<file path="src/rtl/busdecode_pkg.sv">
// Shared helpers for bus address decoders: one-hot generation, default slave
// count and inclusive range matching.
package busdecode_pkg;

  localparam int unsigned BUSDECODE_NS = 4;
  localparam int unsigned MAX_AW       = 64;
  localparam int unsigned MAX_ONEHOT   = 64;

  function automatic logic [MAX_ONEHOT-1:0] onehot(input int unsigned idx);
    return MAX_ONEHOT'(1) << idx;
  endfunction

  // Callers zero-extend AW-bit operands, so the compare stays unsigned with no wrap.
  function automatic logic range_match(input logic [MAX_AW-1:0] addr,
                                       input logic [MAX_AW-1:0] base,
                                       input logic [MAX_AW-1:0] last);
    return (addr >= base) && (addr <= last);
  endfunction

endpackage

</file>
<file path="src/rtl/decode_skid.sv">
// Two-entry registered skid buffer; both o_valid and o_stall come straight from flops.
module decode_skid #(
  parameter int unsigned W            = 8,
  parameter bit          OPT_LOWPOWER = 1'b0
) (
  input  logic         i_clk,
  input  logic         i_reset,
  input  logic         i_valid,
  output logic         o_stall,
  input  logic [W-1:0] i_payload,
  output logic         o_valid,
  input  logic         i_stall,
  output logic [W-1:0] o_payload
);

  // State bits are {out_valid, skid_valid}.
  localparam logic [1:0] StEmpty = 2'b00;
  localparam logic [1:0] StOne   = 2'b10;
  localparam logic [1:0] StFull  = 2'b11;

  logic [1:0]   state_q, state_d;
  logic [W-1:0] out_q, out_d;
  logic [W-1:0] skid_q, skid_d;

  always_comb begin
    state_d = state_q;
    out_d   = out_q;
    skid_d  = skid_q;
    case (state_q)
      StEmpty: begin
        if (i_valid) begin
          out_d   = i_payload;
          state_d = StOne;
        end
      end
      StOne: begin
        if (!i_stall) begin
          if (i_valid) begin
            out_d = i_payload;
          end else begin
            state_d = StEmpty;
            if (OPT_LOWPOWER) out_d = '0;
          end
        end else if (i_valid) begin
          skid_d  = i_payload;
          state_d = StFull;
        end
      end
      StFull: begin
        if (!i_stall) begin
          out_d   = skid_q;
          state_d = StOne;
          if (OPT_LOWPOWER) skid_d = '0;
        end
      end
      default: state_d = StEmpty;
    endcase
  end

  always_ff @(posedge i_clk) begin
    if (i_reset) begin
      state_q <= StEmpty;
      out_q   <= '0;
      skid_q  <= '0;
    end else begin
      state_q <= state_d;
      out_q   <= out_d;
      skid_q  <= skid_d;
    end
  end

  assign o_valid   = state_q[1];
  assign o_stall   = state_q[0];
  assign o_payload = out_q;

endmodule

</file>
<file path="src/rtl/rangedecode.sv">
// Pipelined base/last range decoder with fixed-priority resolution and a skid output stage.
// Optional error log enabled by defining RANGEDECODE_ERRLOG_EN.
module rangedecode
  import busdecode_pkg::*;
#(
  parameter int unsigned      NS             = BUSDECODE_NS,
  parameter int unsigned      AW             = 32,
  parameter int unsigned      DW             = 38,
  parameter logic [NS*AW-1:0] SLAVE_BASE     = '0,
  parameter logic [NS*AW-1:0] SLAVE_LAST     = '0,
  parameter logic [NS-1:0]    ACCESS_ALLOWED = '1,
  parameter bit               OPT_LOWPOWER   = 1'b0,
  parameter int unsigned      ERRCW          = 16
) (
  input  logic             i_clk,
  input  logic             i_reset,
  input  logic             i_valid,
  output logic             o_stall,
  input  logic [AW-1:0]    i_addr,
  input  logic [DW-1:0]    i_data,
  output logic             o_valid,
  input  logic             i_stall,
  output logic [NS:0]      o_decode,
  output logic [AW-1:0]    o_addr,
  output logic [DW-1:0]    o_data,
  input  logic             i_err_clear,
  output logic [ERRCW-1:0] o_err_count,
  output logic             o_err_valid,
  output logic [AW-1:0]    o_err_addr
);

  localparam int unsigned ERR_IDX = NS;
  localparam int unsigned PW      = NS + 1 + AW + DW;

  logic                  found;
  int unsigned           winner;
  logic [MAX_ONEHOT-1:0] win_hot;
  logic [MAX_ONEHOT-1:0] hot;
  logic [NS:0]           in_decode;
  logic [PW-1:0]         out_payload;

  // Scan from highest index down so the lowest-index match wins; a denied winner
  // goes to the error slot rather than falling through.
  always_comb begin
    found  = 1'b0;
    winner = 0;
    for (int k = int'(NS) - 1; k >= 0; k--) begin
      if (range_match(MAX_AW'(i_addr), MAX_AW'(SLAVE_BASE[k*AW +: AW]),
                      MAX_AW'(SLAVE_LAST[k*AW +: AW]))) begin
        found  = 1'b1;
        winner = unsigned'(k);
      end
    end
    win_hot   = onehot(winner);
    hot       = (found && |(ACCESS_ALLOWED & win_hot[NS-1:0])) ? win_hot : onehot(ERR_IDX);
    in_decode = hot[NS:0];
  end

  decode_skid #(
    .W           (PW),
    .OPT_LOWPOWER(OPT_LOWPOWER)
  ) u_skid (
    .i_clk    (i_clk),
    .i_reset  (i_reset),
    .i_valid  (i_valid),
    .o_stall  (o_stall),
    .i_payload({in_decode, i_addr, i_data}),
    .o_valid  (o_valid),
    .i_stall  (i_stall),
    .o_payload(out_payload)
  );

  assign {o_decode, o_addr, o_data} = out_payload;

`ifdef RANGEDECODE_ERRLOG_EN
  logic             err_evt;
  logic [ERRCW-1:0] err_count_q, err_count_d;
  logic             err_valid_q, err_valid_d;
  logic [AW-1:0]    err_addr_q, err_addr_d;

  assign err_evt = o_valid && !i_stall && o_decode[ERR_IDX];

  // A clear that coincides with an error restarts the log with that error.
  always_comb begin
    err_count_d = err_count_q;
    err_valid_d = err_valid_q;
    err_addr_d  = err_addr_q;
    if (i_err_clear) begin
      err_count_d = err_evt ? ERRCW'(1) : '0;
      err_valid_d = err_evt;
      err_addr_d  = err_evt ? o_addr : '0;
    end else if (err_evt) begin
      if (err_count_q != '1) err_count_d = err_count_q + ERRCW'(1);
      if (!err_valid_q) begin
        err_valid_d = 1'b1;
        err_addr_d  = o_addr;
      end
    end
  end

  always_ff @(posedge i_clk) begin
    if (i_reset) begin
      err_count_q <= '0;
      err_valid_q <= 1'b0;
      err_addr_q  <= '0;
    end else begin
      err_count_q <= err_count_d;
      err_valid_q <= err_valid_d;
      err_addr_q  <= err_addr_d;
    end
  end

  assign o_err_count = err_count_q;
  assign o_err_valid = err_valid_q;
  assign o_err_addr  = err_addr_q;
`else
  logic unused_err_clear;
  assign unused_err_clear = i_err_clear;
  assign o_err_count      = '0;
  assign o_err_valid      = 1'b0;
  assign o_err_addr       = '0;
`endif

endmodule

</file>
<file path="config.mk">
export PLATFORM = sky130hd
export DESIGN_NAME = rangedecode
export DESIGN_NICKNAME = d
export VERILOG_FILES = /design/src/rtl/busdecode_pkg.sv /design/src/rtl/decode_skid.sv /design/src/rtl/rangedecode.sv
export SDC_FILE = /design/constraint.sdc
export NUM_CORES = 1
export LEC_CHECK = 0
export BUFFER_PORTS_ARGS = -buffer_cell sky130_fd_sc_hd__buf_2
export CELL_PAD_IN_SITES_DETAIL_PLACEMENT = 0
export CELL_PAD_IN_SITES_GLOBAL_PLACEMENT = 1
export CORE_MARGIN = 2
export CORE_UTILIZATION = 34
export DETAILED_ROUTE_END_ITERATION = 10
export GPL_ROUTABILITY_DRIVEN = 0
export GPL_TIMING_DRIVEN = 0
export PLACE_DENSITY = 0.78
export SETUP_SLACK_MARGIN = 0.02
export SLEW_MARGIN = 20
export SYNTH_ARGS = -nofsm -noshare
export SYNTH_HDL_FRONTEND = slang
export SYNTH_SLANG_ARGS = --single-unit
</file>
<file path="constraint.sdc">
create_clock -name i_clk -period 1.44 [get_ports i_clk]
set_input_delay 0.216 -clock i_clk [delete_from_list [all_inputs] [get_ports i_clk]]
set_output_delay 0.216 -clock i_clk [all_outputs]
set_load 0.005 [all_outputs]
</file>
Yosys cells after proc, flatten, opt, wreduce, memory -nomap -nowiden
Cells that the tools add are included.
Widths: inputs -> output; s select.
Operators by class
  order comparisons: 1
  equal/unequal tests: 7
  muxes and demuxes: 12
  reduce and logical (&&, ||, !) cells: 5
Operators by type and width (number)
  $mux 75: 3
  $pmux 75 s3: 1
  $le 32x1->1 const B: 1
  $mux 2: 5
  $ne 2x2->1 const B: 3
  $ne 3x3->1 const B: 2
  $pmux 2 s3: 1
  $reduce_and 3->1: 2
  $mux 5: 1
  $eq 2x2->1 const B: 2
  $reduce_and 4->1: 1
  $reduce_bool 3->1: 1
  $logic_not 2->1: 1
  $mux 1: 1
Storage, ports and cells
  bits in registers: 152
  bits of input ports: 75
  output and inout port bits: 126
  word-level logic and storage cells: 28

Logic depth before layout (Yosys ltp)
Gate-level depths: netlist (run 1).
  depth in word-level cells: 6
  gate-level depth with buffers: 7
  gate-level depth less buffers: 6

Cells and area by module
From an unflattened synthesis (run 1), not the netlist that was laid out.
Second synthesis, totals
  cells, all modules: 751
  area, all modules: 6887.9 µm²
Modules (own cells, without submodules)
  decode_skid: instances 1, cells each 689, area each 6437.4 µm²
  rangedecode: instances 1, cells each 62, area each 450.4 µm²

Worst setup path before layout (run 1)
No wires, ideal clock.
  path type: flip-flop to flip-flop
  from: register u_skid.state_q[0]
  to: register u_skid.skid_q[45]
  arrival: 1.478 ns
  required time: 1.370 ns
  setup slack: -0.108 ns
  cell stages (with the launch flop): 7
  path through: dfxtp_1 -> inv_1 -> ha_1 -> nand3_1 -> clkbuf_1 -> nand2_1 -> a21oi_1
Between the ends
  word-level cells in the longest chain between the ends: 2
Ends and longest elaborated chain
  start, declared: RTL line decode_skid.sv:21  | logic [1:0] state_q, state_d;
  start signal, assigned: RTL line decode_skid.sv:62  | state_q <= StEmpty;
  start signal, assigned: RTL line decode_skid.sv:66  | state_q <= state_d;
  $eq 2x2->1: RTL line decode_skid.sv:29  | case (state_q)
  $reduce_and 3->1 (no source line)
  end signal, assigned: RTL line decode_skid.sv:68  | skid_q <= skid_d;
  end, declared: RTL line decode_skid.sv:23  | logic [W-1:0] skid_q, skid_d;
No other way between the ends.
A chain may end at the register's enable or synchronous reset.

Worst setup path after layout (run 1)
  from: register u_skid.state_q[0]
  to: register u_skid.skid_q[32]
The elaborated chain is that of the path after synthesis.

==> results of run 1 <==
==> cells in the mapped netlist (all sizes together), types with 2 or more instances <==
master,n
nor2,77
inv,2
nor2b,2
dfxtp,146
and3b,2
nand4,2
a2111oi,2
nor4,8
a21oi,72
a211oi,71
clkbuf,22
mux2i,72
nand2,141
buf,84
ha,4
==> power by group through the flow <==
| stage | Sequential (mW) | Combinational, mW | Clock, mW |
|---|---|---|---|
| global route | 4.95 | 3.59 | 4.45 |
| CTS | 4.88 | 2.73 | 4.30 |
| detailed placement | 4.94 | 2.48 | 0 |
| global placement | 4.93 | 2.46 | 0 |
| floorplan | 4.93 | 1.50 | 0 |
| finish | 4.88 | 3.29 | 4.21 |
==> cells by family (layout without fill, tap and decap cells) <==
family | count (synthesis) | in the layout | share of synthesized area [%]
simple gates | 236 | 236 | 14.9
compound gates | 148 | 148 | 15.6
flops | 146 | 146 | 46.6
buf+inv | 108 | 302 | 10.3
mux | 72 | 72 | 11.5
fa+ha+maj | 4 | 4 | 0.798
other cells | 1 | 52 | 0.0598
xor+xnor | 1 | 1 | 0.140
==> worst min-delay path, cell delays in order <==
cell and delay [ns]:
buf_2 0.10, nand2_1 0.05, a21oi_1 0.05
==> worst max-delay path by stage <==
stage / startpoint / to / cells past startpoint
floorplan: u_skid.state_q[0] / u_skid.state_q[0] / 5
CTS: u_skid.state_q[0] / u_skid.o_payload[3] / 5
detailed placement: u_skid.state_q[0] / u_skid.skid_q[70] / 5
global route: u_skid.state_q[0] / u_skid.skid_q[62] / 7
global placement: u_skid.state_q[0] / u_skid.skid_q[70] / 6
finish: u_skid.state_q[0] / u_skid.skid_q[32] / 7
==> state kept, by name (all words and copies together) (netlist names) <==
name	flops
u_skid.o_payload	72
u_skid.state_q	2
u_skid.skid_q	72
==> area by class of cell <==
type,instances,share of cell area (%)
flip-flops and latches,146,32.1
clock inverters,6,0.904
clock buffers,24,5.05
plain buffers,106,10.3
inverters,2,0.137
repair buffers,164,12.3
multi-input cells,513,36.2
well taps,229,3.14
==> layer usage <==
metal  up-vias  global-route usage, %  share of wire, %
met5         -                      0                 0
met4         0                   5.53               1.3
met3        16                   3.85               4.3
met2       132                   26.9                47
met1      2525                   22.4                47
li1       2826                      -                 -
==> repair_timing <==
| item | in CTS | in global routing |
|---|---|---|
| resized for setup | 65 | 148 |
| buffers inserted | 3 | 1 |
| endpoints found under the setup margin | 146 | 143 |
| cloned | 1 | 13 |
| hold endpoints to repair | 0 | 0 |
| pin swaps | 3 | 51 |
==> per-stage QoR <==
stage	utilization, %	cells
final	50.7	1190
after global routing	50.7	1190
after CTS	46.2	1176
after detailed placement	41.5	1142
after global placement	41.5	1142
after floorplan	-	767
==> impl_metrics.ini, run 1 <==
[status]
outcome = finished, violations left
violations = setup timing

[placement]
port_buffers = 146
pre_cts_slack_ns = -0.401
placed_cell_area_um2 = 7490
hpwl_um = 11600

[worst_setup_path]
required_ns = 1.79
r2r_start = u_skid.state_q[0]
crit_slowest_cell = dfxtp_4
cp_max_fo = 6
cp_slowest_stage_delay_ns = 0.39
cp.arrival_ns = 1.80
path_class = register to register
regToRegEndpoint = u_skid.skid_q[32]
crit_path_start_kind = register
rr_worst_depth = 7
path_cells = inv_4, ha_4, and3_4, clkbuf_16, clkbuf_16, nand2_4, a21oi_2
crit_buf_inv = 3
critical_path.top_delay_family = buffers and inverters
r2r_slack_ns = -0.01
critPathCaptureType = register
crit_top_cell = clkbuf_16

[final_layout]
drive_gt1_share_pct = 37.8
synthToLayoutAreaGrowth_pct = 45.7
final_common_cell = buf_2
multiInputGateArea_um2 = 3310
fillers = 1750
fin_area_um2 = 9140
antennaDiodeCount = 0
most-common-layout-cells = buf_2, dfxtp_1, nand2_1
fin_nets = 1029
regArea_um2 = 2930

[detailed_routing]
wire_per_inst_um = 15.0
drt_iter0_markers = 184
antenna_left = 0
wirelength_um = 17900
drcViolationCount = 0
num_vias = 5499
via_per_inst = 4.62
drt_pass1_iterations = 6

[global_route]
grt_pass1_wl_um = 26000
grt_max_degree = 17
grt_pass1_vias = 4984
antenna_found_initial = 0
grt_usage_pct = 16.8
grt-ovfl-total = 0

[floorplanning]
io_pins = 201
die_area_um2 = 19500
die-width_um = 140
core_um2 = 18000
rows = 49
chipHeight_um = 140
initial_core_util_pct = 34.8

[logic_synthesis]
syn_area_um2 = 6270
syn_inst = 716
yosysUniqueCellTypes = 29
syn_avg_cell_area_um2 = 8.75
ys_seq_area_share_pct = 46.6
synthTopCellsByArea = dfxtp_1, mux2i_1, a211oi_1, nand2_1, buf_4
async_reset_ff_share_pct = 0
yosys_warnings = 0
yosysTopAreaCell = dfxtp_1
synth.top_cell.area_share_pct = 46.6
synth_edf_count = 0
ys.flop_type = dfxtp_1
ys_ff_latch = 146

[clock_tree]
numCtsBuffers = 17
cts_tree = done
clock_sinks = 146
path_clk_slew_ns = 0.06
cts.htree.levels = 4
cts_root_buffer = clkbuf_16
clkLatencyLatePin_ns = 0.43
cts.path.max_buffers = 2
cts_hold_buf = 0

[sta]
slew_headroom_pct = 49.3
hold_viol = 0
fmax_ghz = 0.688
fin_skew_ns = 0.00702
fin_ws_ns = -0.0129
holdWs_ns = 0.0364
slew_viol_final = 0
fin_tns_setup_ns = -0.0303
worst_pin_slew_ns = 0.761
finalCritPeriodShare_pct = 101
rsz0062_at_grt = yes
finalSetupViolations = 6
finalCriticalPeriod_ns = 1.45

[power_and_ir_drop]
leakagePower_nw = 3.85
p_int_mw = 8.75
ir_worst_vdd_mv = 0.815
switching_share_pct = 29.3
powerDensity_nw_per_um2 = 1350
power_switching_mw = 3.62
combinationalPowerShare_pct = 26.5
power.total_mw = 12.4
seq_power_share_pct = 39.4
clkPwrFrac_pct = 34.0

[worst_hold_path]
whs_path_depth = 3
hp-start = i_data[4]
min_to = u_skid.skid_q[4]
hp-class = input pin to register

[run]
drv_cap = 0
(Power assumes the default switching activity.)
==> inputs of run 2 (changes only) <==
ABC_AREA = 1   (was not set)
CORE_UTILIZATION = 32   (was 34)
CTS_CLUSTER_DIAMETER = 100   (was not set)
PLACE_DENSITY = 0.77   (was 0.78)
==> run 2 against run 1 <==
The flow now finishes without violations. Clock-buffer cell count decreased by 2. Total power up 18%. Critical endpoint is now u_skid.skid_q[47]. Largest power group unchanged. Sequential power is 13% higher. Critical path depth increased by 3. Die area is 3.9% higher.
==> impl_metrics.ini, run 2 <==
[sta]
slew_viol_final = 0
finalCriticalPeriod_ns = 1.43
fin_tns_setup_ns = 0
fin_skew_ns = 0.00970
hold_viol = 0
finalCritPeriodShare_pct = 99.1
rsz0062_at_grt = yes
finalSetupViolations = 0
fmax_ghz = 0.701

[clock_tree]
cts.path.max_buffers = 2
cts.htree.levels = 4
path_clk_slew_ns = 0.06
clock_sinks = 146
cts_root_buffer = clkbuf_16
numCtsBuffers = 17
cts_tree = done
clkLatencyLatePin_ns = 0.42

[final_layout]
final_common_cell = nand2_1
fillers = 1905
drive_gt1_share_pct = 35.3
antennaDiodeCount = 0
synthToLayoutAreaGrowth_pct = 46.2
most-common-layout-cells = nand2_1, buf_2, dfxtp_1
fin_area_um2 = 8970
fin_nets = 1141

[floorplanning]
core_um2 = 18800
die-width_um = 142
initial_core_util_pct = 32.7
die_area_um2 = 20300
chipHeight_um = 142
io_pins = 201
rows = 50

[global_route]
grt_pass1_wl_um = 29600
grt_usage_pct = 18.5
antenna_found_initial = 0
grt_max_degree = 17
grt-ovfl-total = 0
grt_pass1_vias = 5626

[power_and_ir_drop]
powerDensity_nw_per_um2 = 1630
ir_worst_vdd_mv = 0.788
leakagePower_nw = 4.13
power.total_mw = 14.6

[placement]
port_buffers = 147
hpwl_um = 12800
placed_cell_area_um2 = 7360

[detailed_routing]
antenna_left = 0
drt_iter0_markers = 301
wire_per_inst_um = 14.6
drcViolationCount = 0
num_vias = 6044
via_per_inst = 4.62
wirelength_um = 19100
drt_pass1_iterations = 6

[logic_synthesis]
synth_edf_count = 0
async_reset_ff_share_pct = 0
ys_ff_latch = 146
ys_seq_area_share_pct = 47.6
synth.top_cell.area_share_pct = 47.6
synthTopCellsByArea = dfxtp_1, o21ai_0, nor2_1, nand2_1, buf_4
syn_avg_cell_area_um2 = 7.45
syn_inst = 824
yosysTopAreaCell = dfxtp_1
yosysUniqueCellTypes = 20
ys.flop_type = dfxtp_1
yosys_warnings = 0
syn_area_um2 = 6140
yosysMostFrequentCell = nor2_1
ys_top_cells_by_count = nor2_1, nand2_1, dfxtp_1

[worst_hold_path]
hp-class = input pin to register

[worst_setup_path]
path_class = register to register
required_ns = 1.75
cp.arrival_ns = 1.74
crit_path_start_kind = register
cp_max_fo = 10
critPathCaptureType = register

[status]
outcome = completed

[run]
drv_cap = 0
## run 2: per-stage QoR
stage               std cells  setup slack, ns  utilization (%)  hold WS, ns
floorplan                 875           0.0230                -        0.285
global placement         1256           -0.406             39.2        0.457
detailed placement       1256           -0.411             39.2        0.460
CTS                      1300          -0.0132             44.1       0.0265
global route             1308          -0.0607             47.8       0.0389
finish                   1308           0.0132             47.8       0.0440
## run 2: area by class of cell
cell class / instances / area (um^2) / share of cell area (%)
multi-input cells: 609 / 3060 / 34.1
well taps: 234 / 293 / 3.26
clock inverters: 9 / 83.8 / 0.935
flip-flops and latches: 146 / 2930 / 32.7
clock buffers: 22 / 464 / 5.18
plain buffers: 112 / 1010 / 11.2
inverters: 8 / 47.5 / 0.530
repair inverters: 1 / 16.3 / 0.181
repair buffers: 167 / 1070 / 11.9
## run 2: worst paths after layout
check                         start                   end  slack (ns)  cells after the start
hold reg to reg   u_skid.skid_q[18]  u_skid.o_payload[18]        0.47                      2
setup reg to reg  u_skid.state_q[0]     u_skid.skid_q[47]        0.01                     10
setup / recovery  u_skid.state_q[0]     u_skid.skid_q[47]        0.01                     10
hold / removal              i_reset     u_skid.state_q[1]        0.04                      2
## run 2: cell families (layout without fill, tap and decap cells)
family                   Yosys count  after routing  synth area share, %
AO/OA/AOI/OAI                    222            222                 19.7
adder cells (fa/ha/maj)            4              4                0.816
buffers and inverters            120            319                 11.5
flip-flops                       146            146                 47.6
other                              1             52               0.0611
AND/OR/NAND/NOR                  331            331                 20.3
## run 2: worst max-delay path, cell delays in order (launching register included)
cell and delay (ns):
dfxtp_4 0.36, inv_4 0.06, ha_4 0.13, nand2_4 0.05, nor2_4 0.11, buf_12 0.15, buf_12 0.11, inv_12 0.05
buf_12 0.15, nor2_1 0.09, nor2_1 0.05
## run 2: power by group
group	total, mW	switching, mW	internal [mW]	leakage (nW)
sequential	5.53	0.494	5.03	1.20
combinational	4.93	2.60	2.33	2.67
clock	4.16	1.71	2.45	0.258
total	14.6	4.80	9.82	4.13
## run 2: metal layers
layer / routed length (um) / track usage, %
met4: 258 / 5.32
met2: 8840 / 30.0
met3: 827 / 3.40
met5: 0 / 0
met1: 9200 / 25.1
## run 2: what timing repair did
action                                 in CTS  in global routing
gates cloned                                2                  5
endpoints found under the hold margin       0                  0
gates resized for setup                   106                200
hold buffers                                0                  0
buffers inserted                           11                  3
setup endpoints to repair                 146                145
pin swaps                                   2                  7
